### src/rtl/shared_counter_pkg.sv
// shared_counter_pkg: command encodings, FSM state constants and default sizing for shared_counter_pool.
package shared_counter_pkg;
  typedef enum logic [2:0] {
    CMD_IDLE    = 3'b000,
    CMD_ALLOC   = 3'b010,
    CMD_DEALLOC = 3'b011,
    CMD_LOAD    = 3'b100,
    CMD_READ    = 3'b101
  } cmd_op_e;
  typedef logic [0:0] fsm_state_e;
  localparam fsm_state_e ST_IDLE = 1'b0;
  localparam fsm_state_e ST_READ = 1'b1;
  localparam int DEF_NSLICE = 16;
  localparam int DEF_G = 4;
  localparam int DEF_LD_W = 64;
endpackage

### src/rtl/sc_first_fit.sv
// sc_first_fit: combinational search for the lowest base with size contiguous free slices.
module sc_first_fit
  import shared_counter_pkg::*;
#(
  parameter int NSLICE = DEF_NSLICE,
  parameter int ID_W = $clog2(NSLICE),
  parameter int SZ_W = $clog2(NSLICE) + 1
) (
  input  logic [NSLICE-1:0] free_map,
  input  logic [SZ_W-1:0]   size,
  output logic              found,
  output logic [ID_W-1:0]   base
);
  logic [NSLICE-1:0] fit;
  for (genvar b = 0; b < NSLICE; b++) begin : g_fit
    logic [NSLICE-1:0] win;
    assign win = ~({NSLICE{1'b1}} << size) << b;
    assign fit[b] = size != '0 && int'(size) <= NSLICE - b && (win & ~free_map) == '0;
  end
  always_comb begin
    found = |fit;
    base = '0;
    for (int i = NSLICE - 1; i >= 0; i--) if (fit[i]) base = ID_W'(i);
  end
endmodule

### src/rtl/shared_counter_pool.sv
// shared_counter_pool: pool of G-bit slices forming variable-size counters with alloc/dealloc/load/read and a concurrent increment port.
// Build option SATURATE_EN: increments of an all-ones counter hold all-ones instead of wrapping.
module shared_counter_pool
  import shared_counter_pkg::*;
#(
  parameter int NSLICE = DEF_NSLICE,
  parameter int G = DEF_G,
  parameter int LD_W = DEF_LD_W,
  parameter int ID_W = $clog2(NSLICE),
  parameter int SZ_W = $clog2(NSLICE) + 1
) (
  input  logic                 clk,
  input  logic                 rst,
  input  logic                 cmd_valid,
  output logic                 cmd_ready,
  input  logic [2:0]           cmd_op,
  input  logic [ID_W-1:0]      cmd_id,
  input  logic [SZ_W-1:0]      cmd_size,
  input  logic [LD_W-1:0]      load_data,
  input  logic                 inc_valid,
  input  logic [ID_W-1:0]      inc_id,
  output logic                 alloc_done,
  output logic                 alloc_ok,
  output logic [ID_W-1:0]      alloc_id,
  output logic [G-1:0]         rdata,
  output logic                 rdata_valid,
  output logic                 rdata_last,
  output logic                 ovf,
  output logic                 err,
  output logic [NSLICE-1:0]    free_map,
  output logic [NSLICE*G-1:0]  slice_data
);
  localparam int W = NSLICE * G;
  logic [NSLICE-1:0] free, head, live, mem_cmd, mem_inc, alloc_mask;
  logic [ID_W-1:0] owner [NSLICE];
  logic [W-1:0] data, data_nxt, snap;
  logic [SZ_W-1:0] len, left;
  fsm_state_e state;
  logic found, accept, do_alloc, alloc_hit, do_dealloc, do_load, do_read;
  logic cmd_bad, inc_bad, inc_hit, inc_ok, all_ones, sat, c;
  logic [ID_W-1:0] base;
  sc_first_fit #(.NSLICE(NSLICE), .ID_W(ID_W), .SZ_W(SZ_W)) u_fit (
    .free_map(free),
    .size(cmd_size),
    .found(found),
    .base(base)
  );
  // A used slice belongs to the nearest head at or below it.
  always_comb begin
    owner[0] = '0;
    live[0] = !free[0];
    for (int i = 1; i < NSLICE; i++) begin
      owner[i] = head[i] ? ID_W'(i) : owner[i-1];
      live[i] = !free[i] && (head[i] || live[i-1]);
    end
  end
  always_comb begin
    len = '0;
    for (int i = 0; i < NSLICE; i++) begin
      mem_cmd[i] = live[i] && owner[i] == cmd_id;
      mem_inc[i] = live[i] && owner[i] == inc_id;
      len = len + SZ_W'(mem_cmd[i]);
    end
  end
  assign cmd_ready = state == ST_IDLE;
  assign accept = cmd_valid && cmd_ready;
  assign do_alloc = accept && cmd_op == CMD_ALLOC;
  assign alloc_hit = do_alloc && found;
  assign do_dealloc = accept && cmd_op == CMD_DEALLOC && head[cmd_id];
  assign do_load = accept && cmd_op == CMD_LOAD && head[cmd_id];
  assign do_read = accept && cmd_op == CMD_READ && head[cmd_id];
  assign cmd_bad = accept && (cmd_op == CMD_DEALLOC || cmd_op == CMD_LOAD || cmd_op == CMD_READ) && !head[cmd_id];
  assign inc_bad = inc_valid && !head[inc_id];
  assign inc_hit = inc_valid && head[inc_id];
  // Dealloc or load of the same counter takes precedence over a same-cycle increment.
  assign inc_ok = inc_hit && !((do_dealloc || do_load) && cmd_id == inc_id);
  assign alloc_mask = ~({NSLICE{1'b1}} << cmd_size) << base;
  always_comb begin
    all_ones = 1'b1;
    for (int i = 0; i < NSLICE; i++) if (mem_inc[i] && data[i*G +: G] != '1) all_ones = 1'b0;
  end
`ifdef SATURATE_EN
  assign sat = all_ones;
`else
  assign sat = 1'b0;
`endif
  always_comb begin
    data_nxt = data;
    c = 1'b1;
    for (int i = 0; i < NSLICE; i++) begin
      if (inc_ok && !sat && mem_inc[i]) begin
        data_nxt[i*G +: G] = data[i*G +: G] + G'(c);
        c = c && data[i*G +: G] == '1;
      end
      if (do_load && mem_cmd[i]) data_nxt[i*G +: G] = G'(load_data >> ((i - int'(cmd_id)) * G));
      if ((do_dealloc && mem_cmd[i]) || (alloc_hit && alloc_mask[i])) data_nxt[i*G +: G] = '0;
    end
  end
  always_ff @(posedge clk) begin
    if (rst) begin
      data <= '0;
      free <= '1;
      head <= '0;
      snap <= '0;
      left <= '0;
      state <= ST_IDLE;
      alloc_done <= 1'b0;
      alloc_ok <= 1'b0;
      alloc_id <= '0;
      rdata <= '0;
      rdata_valid <= 1'b0;
      rdata_last <= 1'b0;
      ovf <= 1'b0;
      err <= 1'b0;
    end else begin
      data <= data_nxt;
      alloc_done <= do_alloc;
      alloc_ok <= alloc_hit;
      alloc_id <= alloc_hit ? base : '0;
      ovf <= inc_ok && all_ones;
      err <= cmd_bad || inc_bad;
      for (int i = 0; i < NSLICE; i++) begin
        if (do_dealloc && mem_cmd[i]) begin
          free[i] <= 1'b1;
          head[i] <= 1'b0;
        end
        if (alloc_hit && alloc_mask[i]) begin
          free[i] <= 1'b0;
          head[i] <= ID_W'(i) == base;
        end
      end
      if (state == ST_IDLE) begin
        rdata <= do_read ? data[cmd_id*G +: G] : '0;
        rdata_valid <= do_read;
        rdata_last <= do_read && len == SZ_W'(1);
        snap <= data >> (int'(cmd_id) * G + G);
        left <= len - 1'b1;
        state <= do_read ? ST_READ : ST_IDLE;
      end else begin
        rdata <= left != '0 ? snap[G-1:0] : '0;
        rdata_valid <= left != '0;
        rdata_last <= left == SZ_W'(1);
        snap <= snap >> G;
        left <= left != '0 ? left - 1'b1 : '0;
        state <= left != '0 ? ST_READ : ST_IDLE;
      end
    end
  end
  assign free_map = free;
  assign slice_data = data;
endmodule
### config.mk
export PLATFORM = sky130hd
export DESIGN_NAME = shared_counter_pool
export DESIGN_NICKNAME = d
export VERILOG_FILES = /design/src/rtl/shared_counter_pkg.sv /design/src/rtl/sc_first_fit.sv /design/src/rtl/shared_counter_pool.sv
export SDC_FILE = /design/constraint.sdc
export NUM_CORES = 1
export LEC_CHECK = 0
export ABC_AREA = 1
export CORE_MARGIN = 2
export CORE_UTILIZATION = 30
export DETAILED_ROUTE_END_ITERATION = 6
export GPL_TIMING_DRIVEN = 0
export PLACE_DENSITY_LB_ADDON = 0.08
export SYNTH_ARGS = -nofsm -noshare
export SYNTH_HDL_FRONTEND = slang
export SYNTH_SLANG_ARGS = --single-unit
### constraint.sdc
create_clock -name clk -period 7.15 [get_ports clk]
set_input_delay 0.715 -clock clk [delete_from_list [all_inputs] [get_ports clk]]
set_output_delay 0.715 -clock clk [all_outputs]
set_load 0.005 [all_outputs]
# ---- After elaboration in Yosys (flattened, before gate mapping)
# Cells that the tools add are included.
dict set report word_totals {
  ramBits 0
  inputBits 84
  rom_bits 0
  register_bits 180
  n_memories 0
  latchBits 0
}
dict set report op_classes {
  magnitude_cmp 18
  mux 173
  bitwise 20
  n_div 0
  shift 20
  n_reduce_logical 316
  n_addsub 50
  n_mul 0
  eq_ne 83
}
# operator count
set ops {}
lappend ops {{>> shifter 64 x 32 -> 4 bit} 16}
lappend ops {{AND 16 bit} 16}
lappend ops {{zero test 16 bit} 16}
lappend ops {{2-to-1 mux 4 bit} 59}
lappend ops {{logical AND 1 bit} 190}
lappend ops {{2-to-1 mux 1 bit} 103}
lappend ops {{== test 4 bit} 17}
lappend ops {{inequality test 4 bit (second input constant)} 16}
lappend ops {{nonzero test 2 bit} 32}
lappend ops {{variable part select 64 x 7 -> 4 bit} 1}
lappend ops {{>> shifter 64 x 7 -> 64 bit} 1}
lappend ops {{adder 4 x 1 -> 4 bit} 15}
lappend ops {{== test 4 bit (second input constant)} 15}
lappend ops {{2-to-1 mux 60 bit} 1}
lappend ops {{adder 5 x 1 -> 5 bit} 11}
lappend ops {{less-or-equal comparator 5 x 4 -> 1 bit (second input constant)} 8}
lappend ops {{subtractor 4 x 4 -> 5 bit (first input constant)} 8}
lappend ops {{OR reduction 2 bit} 18}
lappend ops {{logical OR 1 bit} 35}
lappend ops {{== test 3 x 4 -> 1 bit} 8}
lappend ops {{== test 4 bit (first input constant)} 8}
lappend ops {{inverter 16 bit} 2}
lappend ops {{less-or-equal comparator 5 x 3 -> 1 bit (second input constant)} 4}
lappend ops {{subtractor 3 x 4 -> 5 bit (first input constant)} 4}
lappend ops {{32 further kinds} 76}

# ---- Logic depth before layout (Yosys ltp)
# Gate-level depths: netlist of the first run.
dict set report logic_depth {
  ltp_word 41
  mapped_depth 47
}

# ---- Modules after synthesis
# From an unflattened synthesis of the first run, not the netlist that was laid out.
dict set report unflattened {
  hier_cells 3036
  hier_area_um2 17754.5
}
# module instances seq_area_each_um2 area_per_inst_um2 cells_per_inst
set by_module_without_submodules {}
lappend by_module_without_submodules {shared_counter_pool 1 3503.4 16458.3 2777}
lappend by_module_without_submodules {sc_first_fit 1 0.0 1296.2 259}

# ---- Least setup slack after synthesis of the first run
# OpenSTA, ideal clock, no wires.
dict set report synth_path {
  path_kind {input to register}
  from {input port cmd_id[2]}
  to {register left[4]}
  cell_stages 22
  setup_slack_ps 501
  n_path_buf 4
  arrival_time_ps 6517
  setup_time_ps 132
  path_cell_list {inv_1 -> buf_1 -> clkbuf_1 -> buf_1 -> buf_1 -> ha_1 -> inv_1 -> a2111oi_0 -> fa_1 -> inv_1 -> fa_1 -> fa_1 -> inv_1 -> fa_1 -> ha_1 -> fa_1 -> inv_1 -> ha_1 -> nand2_1 -> a21oi_1 -> o21ai_0 -> a21oi_1}
}
dict set report synth_between {
  elab_chain_cells 19
  word_cells_on_any_way 49
}
# element line_no
set synth_lines {}
lappend synth_lines {{from (decl)} shared_counter_pool.sv:17} ;# input logic [ID_W-1:0] cmd_id,
lappend synth_lines {{== test 1 x 4 -> 1 bit or zero test 4 bit (tied branches)} shared_counter_pool.sv:60} ;# mem_cmd[i] = live[i] && owner[i] == cmd_id;
lappend synth_lines {{logical AND 1 bit} shared_counter_pool.sv:60}
lappend synth_lines {{adder 1 x 1 -> 2 bit} shared_counter_pool.sv:62} ;# len = len + SZ_W'(mem_cmd[i]);
lappend synth_lines {{adder 2 x 1 -> 3 bit} shared_counter_pool.sv:62}
lappend synth_lines {{adder 3 x 1 -> 4 bit} shared_counter_pool.sv:62}
lappend synth_lines {{adder 4 x 1 -> 5 bit} shared_counter_pool.sv:62}
lappend synth_lines {{adder 5 x 1 -> 5 bit (10 in a row)} shared_counter_pool.sv:62}
lappend synth_lines {{adder 5 x 1 -> 5 bit *} shared_counter_pool.sv:62}
lappend synth_lines {{subtractor 5 x 1 -> 5 bit *} shared_counter_pool.sv:137} ;# left <= len - 1'b1;
lappend synth_lines {{2-to-1 mux 5 bit *} shared_counter_pool.sv:132} ;# if (state == ST_IDLE) begin
lappend synth_lines {{to (signal assigned)} shared_counter_pool.sv:137}
lappend synth_lines {{to (signal assigned)} shared_counter_pool.sv:144} ;# left <= left != '0 ? left - 1'b1 : '0;
lappend synth_lines {{to (decl)} shared_counter_pool.sv:37} ;# logic [SZ_W-1:0] len, left;
# Mark *: on every way between the ends. The rest lies on a longest branch, timed or not.
# A chain may end at the register's enable or synchronous reset.

# ---- Worst setup path in the final report of the first run
dict set report layout_path {
  from {input port cmd_id[0]}
  to {register left[4]}
}
# The elaborated chain is that of the path after synthesis.

==> out/qor.txt, run 1 <==
Clock power share = 30.2%
Total number of vias = 22,400
Part of the cycle the worst path needs = 97.8%
Global-route wire length before repair = 142,000 um
Nature of the critical path startpoint = primary input
Antenna fix cells = 0
Fmax = 143 MHz
Horizontal die dimension = 247 um
Post-route ant nets = 0
Wire length per cell after detailed routing = 24.9 um
Full die area = 0.0609 mm^2
Sort of element at the end of the critical path = flop
Share of the synthesized area in the top cell type = 19.8%
Clock tree root buffer cell = sky130_fd_sc_hd__clkbuf_16
Peak supply drop = 0.208 mV
Total of max-cap violations = 0
Synthesized area divided by synthesized cell count = 5.91 um^2
Critical Path Start = cmd_id[0]
Grt ovf = 0
Number of buffers created by CTS = 17
Cell area after technology mapping = 0.0177 mm^2
Final cell count without fillers = 3,958
Tightest slew margin relative to the limit = 21.2%
Top Usage Layer GRT = met2
Hold violation count in the final report = 0
Startpoint of the most critical register-to-register path = free_map[0]
Area of combinational cells with multiple inputs = 0.0125 mm^2
Count of yosys warnings during synthesis = 0
Detailed placer's ending HPWL = 82,200 um
Number of enable-type register cells in the synthesized netlist = 0
Net Switching = 1.41 mW
Reg power frac = 31.5%
Die Height = 247 um
H-tree levels = 4
Post-layout nets = 3,325
Antenna violations before repair = 1
Register-to-register setup slack = 370 ps
Vias per inst = 5.66
Placed Cells incl. Taps = 3,933
Part of the Yosys area used for sequential elements = 19.8%
Number of port buffers = 174
Category of the most critical setup path = in2reg
Top library cells by usage in the layout, fill and taps aside = sky130_fd_sc_hd__nand2_1, sky130_fd_sc_hd__o21ai_0, sky130_fd_sc_hd__inv_1
Number of buffers on the longest clock path = 2
Number of nets produced by synthesis = 3,137
Run status = completed
Final Max Tran Viols = 0
Sequential cell area = 0.00350 mm^2
Filler Cells Inserted = 6,531
Routability congestion estimate = 0.981
Detailed-routing iteration count for the pre-antenna-repair pass = 7
Capturing point of the worst reg2reg path = left[4]
Area of the placeable core = 0.0580 mm^2
Largest net degree at the start of global routing = 21
Initial standard-cell utilization of the core = 30.5%
Final Setup Violations = 0
Worst Tran Pin Value = 1170 ps
Int Pwr = 1.82 mW
Data arrival time of the worst path = 7400 ps
Met1 capacity usage during global routing = 43.9%
Number of global-route vias before repair = 20,700
Largest cells by area after synthesis = sky130_fd_sc_hd__dfxtp_1, sky130_fd_sc_hd__nand2_1, sky130_fd_sc_hd__o21ai_0
CTS clock-pin slew for the worst setup and hold paths = 70 ps
CP max FO = 10
Leading cell type in the layout, fill and taps excluded = sky130_fd_sc_hd__nand2_1
Cells after Synth = 2,992
Placement Rows = 88
Final design utilization = 36.2%
Class of the worst hold path = reg2reg
Share of total power consumed by net switching = 43.6%
Gate power share = 38.3%
Pwr/cell area = 154 mW/mm^2
Total wirelength of the detailed-routed design = 98,700 um
Number of distinct standard cells referenced by the synthesized netlist = 65
Post-detailed-route DRC marker count = 0
Number of synthesized register bits = 175
Worst setup skew after layout = 17.5 ps
Async S/R FF share, synth = 0%
Number of ports placed on the die boundary = 179
Global Route met2 Usage = 49.3%
CP required = 7560 ps
Synth area leader = sky130_fd_sc_hd__dfxtp_1
Area delta synth->final = 18.9%
Number of DRC markers after the initial detailed-route iteration = 2,604
Most used flip-flop cell after synthesis = sky130_fd_sc_hd__dfxtp_1
CTS tree = done
Worst-skew pair later-pin latency = 490 ps
Num Clock Sinks = 175
Hold-critical path endpoint = rdata[2]
Worst hold start = snap[2]
Fraction of layout instances using a drive strength above 1 = 6.98%
Cells on Worst Hold Path = 2
Depth of the most critical reg-to-reg path = 43
Unrepaired setup endpoints after global routing = no
Static Leakage = 9.00 nW
Gr usage total = 31.9%
Met3 layer usage reported by global route = 4.94%
Shortest clock period the worst path allows after layout = 6990 ps
## flip-flops by register name, summed over array words and instances, names as in the netlist, 4 cells and up
| name | flops |
|---|---|
| rdata | 4 |
| left | 5 |
| free_map | 16 |
| head | 16 |
| alloc_id | 4 |
| snap | 60 |
| slice_data | 64 |
## layout make-up
type / count / share of cell area (%)
plain buffers: 144 / 2.92
clock buffers: 19 / 2.11
clock inverters: 13 / 0.667
inverters: 302 / 5.45
multi-input cells: 2363 / 59.3
flip-flops and latches: 175 / 16.7
well taps: 765 / 4.55
repair buffers: 177 / 8.36
## layer usage
layer / up-vias / wire length (um)
met3: 172 / 7770
met1: 10600 / 44400
met2: 1112 / 42400
met5: - / 0
met4: 0 / 4200
li1: 10500 / -
## timing repair
action | CTS | global route
gates cloned | 0 | 0
setup buffers | 1 | 0
resized for setup | 17 | 11
setup endpoints to repair | 6 | 5
hold buffers | 0 | 0
## power groups by stage
stage               sequential (mW)  combinational, mW  clock [mW]
global placement               1.04               1.20           0
finish                         1.02               1.24       0.975
detailed placement             1.04               1.20           0
CTS                            1.02               1.20       0.984
global route                   1.02               1.34        1.01
floorplan                      1.03              0.748           0
## logic make-up after synthesis
group,share of synthesized area [%]
and+or+nand+nor,34.2
DFF,19.8
muxes,0.906
adders and majority gates,4.74
buffers and inverters,9.94
xor gates and xnor gates,3.07
AOI/OAI and AO/OA,27.3
## metrics by stage
| stage | hold slack (ps) | setup slack [ps] | TNS [ps] | total power, mW | area [um^2] |
|---|---|---|---|---|---|
| 4_1_cts | 456 | 22.1 | 0 | 3.20 | 21000 |
| 6_report | 454 | 161 | 0 | 3.23 | 21000 |
| 2_1_floorplan | 431 | 501 | 0 | 1.78 | 17700 |
| 3_3_place_gp | 440 | -3200 | -23430 | 2.24 | 20400 |
| 3_5_place_dp | 445 | -2410 | -14320 | 2.24 | 20400 |
| 5_1_grt | 472 | 8.93 | 0 | 3.37 | 21000 |
## worst max path at each step
stage	endpoint	slack [ps]	cells past startpoint
2_1_floorplan	left[4]	500	22
3_3_place_gp	left[4]	-3200	23
3_5_place_dp	left[2]	-2410	22
4_1_cts	left[4]	20	22
5_1_grt	left[4]	9	43
6_report	left[4]	160	20
## synth_stat cells, types with 18 or more instances
cell and number:
sky130_fd_sc_hd__a211oi_1 18, sky130_fd_sc_hd__a21oi_1 140, sky130_fd_sc_hd__a31oi_1 23, sky130_fd_sc_hd__buf_1 18
sky130_fd_sc_hd__clkbuf_1 115, sky130_fd_sc_hd__dfxtp_1 175, sky130_fd_sc_hd__ha_1 51, sky130_fd_sc_hd__inv_1 250
sky130_fd_sc_hd__inv_2 41, sky130_fd_sc_hd__nand2_1 811, sky130_fd_sc_hd__nand2_2 37, sky130_fd_sc_hd__nand3_1 181
sky130_fd_sc_hd__nand4_1 20, sky130_fd_sc_hd__nor2_1 220, sky130_fd_sc_hd__nor3_1 36, sky130_fd_sc_hd__nor4_1 18
sky130_fd_sc_hd__o2111ai_1 18, sky130_fd_sc_hd__o211ai_1 49, sky130_fd_sc_hd__o21ai_0 403, sky130_fd_sc_hd__o21ai_1 39
sky130_fd_sc_hd__o22ai_1 44, sky130_fd_sc_hd__xor2_1 54
## worst max-delay path, cell delays in order
cell	delay (ps)
sky130_fd_sc_hd__clkdlybuf4s50_1	480
sky130_fd_sc_hd__buf_2	220
sky130_fd_sc_hd__clkinv_1	180
sky130_fd_sc_hd__clkbuf_1	640
sky130_fd_sc_hd__clkbuf_1	840
sky130_fd_sc_hd__a21oi_1	80
sky130_fd_sc_hd__nor4_1	760
sky130_fd_sc_hd__nand2_1	360
sky130_fd_sc_hd__fa_1	540
sky130_fd_sc_hd__fa_1	540
sky130_fd_sc_hd__inv_1	50
sky130_fd_sc_hd__fa_1	480
sky130_fd_sc_hd__ha_1	240
sky130_fd_sc_hd__fa_1	470
sky130_fd_sc_hd__xor2_1	190
sky130_fd_sc_hd__nor2_1	170
sky130_fd_sc_hd__nand2_1	90
sky130_fd_sc_hd__a21oi_1	120
sky130_fd_sc_hd__o21ai_0	100
sky130_fd_sc_hd__a21oi_1	120
Power figures use the tool's default switching activity.
==> run 2: changes to the inputs <==
--- a/config.mk
+++ b/config.mk
@@ -10,7 +10,7 @@
 export CORE_UTILIZATION = 30
 export DETAILED_ROUTE_END_ITERATION = 6
 export GPL_TIMING_DRIVEN = 0
-export PLACE_DENSITY_LB_ADDON = 0.08
+export PLACE_DENSITY_LB_ADDON = 0.3
 export SYNTH_ARGS = -nofsm -noshare
 export SYNTH_HDL_FRONTEND = slang
 export SYNTH_SLANG_ARGS = --single-unit
==> out/qor.txt, run 2 (synthesis gave the netlist of run 1 again) <==
Reg power frac = 31.1% (was 31.5%)
Hold violation count in the final report = 0 (unchanged)
Peak supply drop = 0.217 mV (was 0.208 mV)
Number of DRC markers after the initial detailed-route iteration = 2,593 (was 2,604)
Largest net degree at the start of global routing = 21 (unchanged)
Horizontal die dimension = 247 um (unchanged)
Routability congestion estimate = 0.999 (was 0.981)
Num Clock Sinks = 175 (unchanged)
Max FFs per register = 64 (unchanged)
Shortest clock period the worst path allows after layout = 6980 ps (was 6990 ps)
CTS tree = done (unchanged)
Depth of the most critical reg-to-reg path = 43 (unchanged)
Share of total power consumed by net switching = 42.1% (was 43.6%)
Clock power share = 32.0% (was 30.2%)
Met1 capacity usage during global routing = 39.7% (was 43.9%)
Detailed placer's ending HPWL = 74,800 um (was 82,200 um)
Number of ports placed on the die boundary = 179 (unchanged)
Area of combinational cells with multiple inputs = 0.0124 mm^2 (was 0.0125 mm^2)
Sequential cell area = 0.00350 mm^2 (about the same)
CP required = 7570 ps (was 7560 ps)
Final Setup Violations = 0 (unchanged)
Startpoint of the most critical register-to-register path = head[1] (was free_map[0])
Worst setup path endpoint = left[3] (was left[4])
Static Leakage = 9.03 nW (was 9.00 nW)
Worst setup skew after layout = 15.1 ps (was 17.5 ps)
Total negative setup slack = 0 ps (unchanged)
Grt ovf = 0 (unchanged)
CTS clock-pin slew for the worst setup and hold paths = 80 ps (was 70 ps)
Number of port buffers = 174 (unchanged)
Post-route ant nets = 0 (unchanged)
Fmax = 143 MHz (about the same)
Total of max-cap violations = 0 (unchanged)
Tightest slew margin relative to the limit = 13.4% (was 21.2%)
Category of the most critical setup path = in2reg (unchanged)
Post-Place Cell Area = 0.0204 mm^2 (about the same)
Post-detailed-route DRC marker count = 0 (unchanged)
Hold_ws = 455 ps (was 454 ps)
Nature of the critical path startpoint = primary input (unchanged)
Wire length per cell after detailed routing = 23.0 um (was 24.9 um)
Total number of vias = 22,400 (about the same)
Total wirelength of the detailed-routed design = 91,300 um (was 98,700 um)
Detailed-routing iteration count for the pre-antenna-repair pass = 6 (was 7)
Worst Tran Pin Value = 1290 ps (was 1170 ps)
Run status = completed (unchanged)
Final Max Tran Viols = 0 (unchanged)
Initial standard-cell utilization of the core = 30.5% (unchanged)
Number of buffers inserted by hold repair at cts = 0 (unchanged)
Placement Rows = 88 (unchanged)
Gr usage total = 29.4% (was 31.9%)
H-tree levels = 4 (unchanged)
Area delta synth->final = 19.1% (was 18.9%)
Sort of element at the end of the critical path = flop (unchanged)
Critical Path Start = cmd_id[0] (unchanged)
Global Route met2 Usage = 43.5% (was 49.3%)
Gate power share = 36.9% (was 38.3%)
Area of the placeable core = 0.0580 mm^2 (unchanged)
Global-route wire length before repair = 133,000 um (was 142,000 um)
Pwr/cell area = 155 mW/mm^2 (was 154 mW/mm^2)
Net Switching = 1.38 mW (was 1.41 mW)
Class of the worst hold path = reg2reg (unchanged)
Int Pwr = 1.89 mW (was 1.82 mW)
Register-to-register setup slack = 520 ps (was 370 ps)
Full die area = 0.0609 mm^2 (unchanged)
Post-route design area = 0.0211 mm^2 (was 0.0210 mm^2)
Leading cell type in the layout, fill and taps excluded = sky130_fd_sc_hd__nand2_1 (unchanged)
Number of buffers on the longest clock path = 2 (unchanged)
Unrepaired setup endpoints after global routing = no (unchanged)
Met3 layer usage reported by global route = 5.34% (was 4.94%)
Vias per inst = 5.66 (about the same)
Clock tree root buffer cell = sky130_fd_sc_hd__clkbuf_16 (unchanged)
Number of buffers created by CTS = 17 (unchanged)
Filler Cells Inserted = 6,410 (was 6,531)
Fraction of layout instances using a drive strength above 1 = 6.95% (was 6.98%)
Capturing point of the worst reg2reg path = left[3] (was left[4])
Worst-skew pair later-pin latency = 500 ps (was 490 ps)
CP max FO = 10 (unchanged)
Post-layout nets = 3,327 (was 3,325)
Number of global-route vias before repair = 20,300 (was 20,700)
Die Height = 247 um (unchanged)
Top library cells by usage in the layout, fill and taps aside = sky130_fd_sc_hd__nand2_1, sky130_fd_sc_hd__o21ai_0, sky130_fd_sc_hd__inv_1 (unchanged)
Top Usage Layer GRT = met2 (unchanged)
Antenna violations before repair = 0 (was 1)
Part of the cycle the worst path needs = 97.6% (was 97.8%)
Data arrival time of the worst path = 7400 ps (about the same)
[run 2: worst max-delay path: stages]
cell	delay [ps]
sky130_fd_sc_hd__clkdlybuf4s50_1	530
sky130_fd_sc_hd__buf_2	250
sky130_fd_sc_hd__clkinv_1	300
sky130_fd_sc_hd__clkbuf_1	640
sky130_fd_sc_hd__clkbuf_1	860
sky130_fd_sc_hd__a21oi_1	150
sky130_fd_sc_hd__nand2_1	270
sky130_fd_sc_hd__inv_1	120
sky130_fd_sc_hd__fa_1	540
sky130_fd_sc_hd__inv_1	60
sky130_fd_sc_hd__fa_1	510
sky130_fd_sc_hd__fa_1	500
sky130_fd_sc_hd__inv_1	50
sky130_fd_sc_hd__fa_1	430
sky130_fd_sc_hd__ha_1	230
sky130_fd_sc_hd__fa_1	460
sky130_fd_sc_hd__xor2_1	190
sky130_fd_sc_hd__nor3_1	190
sky130_fd_sc_hd__xor2_1	190
sky130_fd_sc_hd__nand2_1	80
sky130_fd_sc_hd__a21oi_1	130
[run 2: per-stage QoR]
step                      power [mW]  worst slack [ps]  util, %  std cells
final                           3.27               172     36.3       3961
after global routing            3.41              42.4     36.3       3960
after CTS                       3.23              3.78     36.2       3960
after detailed placement        2.20             -1870     35.1       3932
after global placement          2.21             -2660     35.1       3931
after floorplan                 1.78               501        -       2992
[run 2: how the worst min path moves through the flow]
| stage | from | slack (ps) | cells past startpoint | end |
|---|---|---|---|---|
| CTS | snap[2] | 460 | 2 | rdata[2] |
| global route | snap[0] | 460 | 2 | rdata[0] |
| floorplan | snap[0] | 430 | 2 | rdata[0] |
| global placement | snap[0] | 440 | 2 | rdata[0] |
| finish | snap[2] | 460 | 2 | rdata[2] |
| detailed placement | snap[2] | 440 | 2 | rdata[2] |
[run 2: layer usage]
metal / part of all wire (%) / vias to the layer above
met5: 0 / -
met4: 6.2 / 0
met3: 9.5 / 254
met2: 41 / 1302
met1: 43 / 10300
li1: - / 10500
[run 2: timing repair]
action                     4_1_cts  5_1_grt
resized for setup               11       10
buffers inserted                 1        4
setup endpoints to repair        6        5
[run 2: layout make-up]
cell class	count	share of cell area, %
Antenna cell	1	0.0119
Buffer	143	2.86
Clock buffer	19	2.10
Clock inverter	13	0.862
Inverter	302	5.45
Multi-Input combinational cell	2363	59.0
Sequential cell	175	16.6
Tap cell	765	4.55
Timing Repair Buffer	180	8.49
[run 2: power by group through the flow]
| stage | clock [mW] | combinational [mW] | sequential, mW |
|---|---|---|---|
| after floorplan | 0 | 0.748 | 1.03 |
| after global placement | 0 | 1.17 | 1.04 |
| after detailed placement | 0 | 1.16 | 1.04 |
| after CTS | 1.05 | 1.16 | 1.02 |
| after global routing | 1.09 | 1.30 | 1.02 |
| final | 1.05 | 1.21 | 1.02 |
==> run 3: changes to the inputs <==
--- a/config.mk
+++ b/config.mk
@@ -11,6 +11,7 @@
 export DETAILED_ROUTE_END_ITERATION = 6
 export GPL_TIMING_DRIVEN = 0
 export PLACE_DENSITY_LB_ADDON = 0.3
+export SKIP_LAST_GASP = 1
 export SYNTH_ARGS = -nofsm -noshare
 export SYNTH_HDL_FRONTEND = slang
 export SYNTH_SLANG_ARGS = --single-unit
==> results of run 3 <==
Final layout, timing and power as in run 2 (identical DEF).
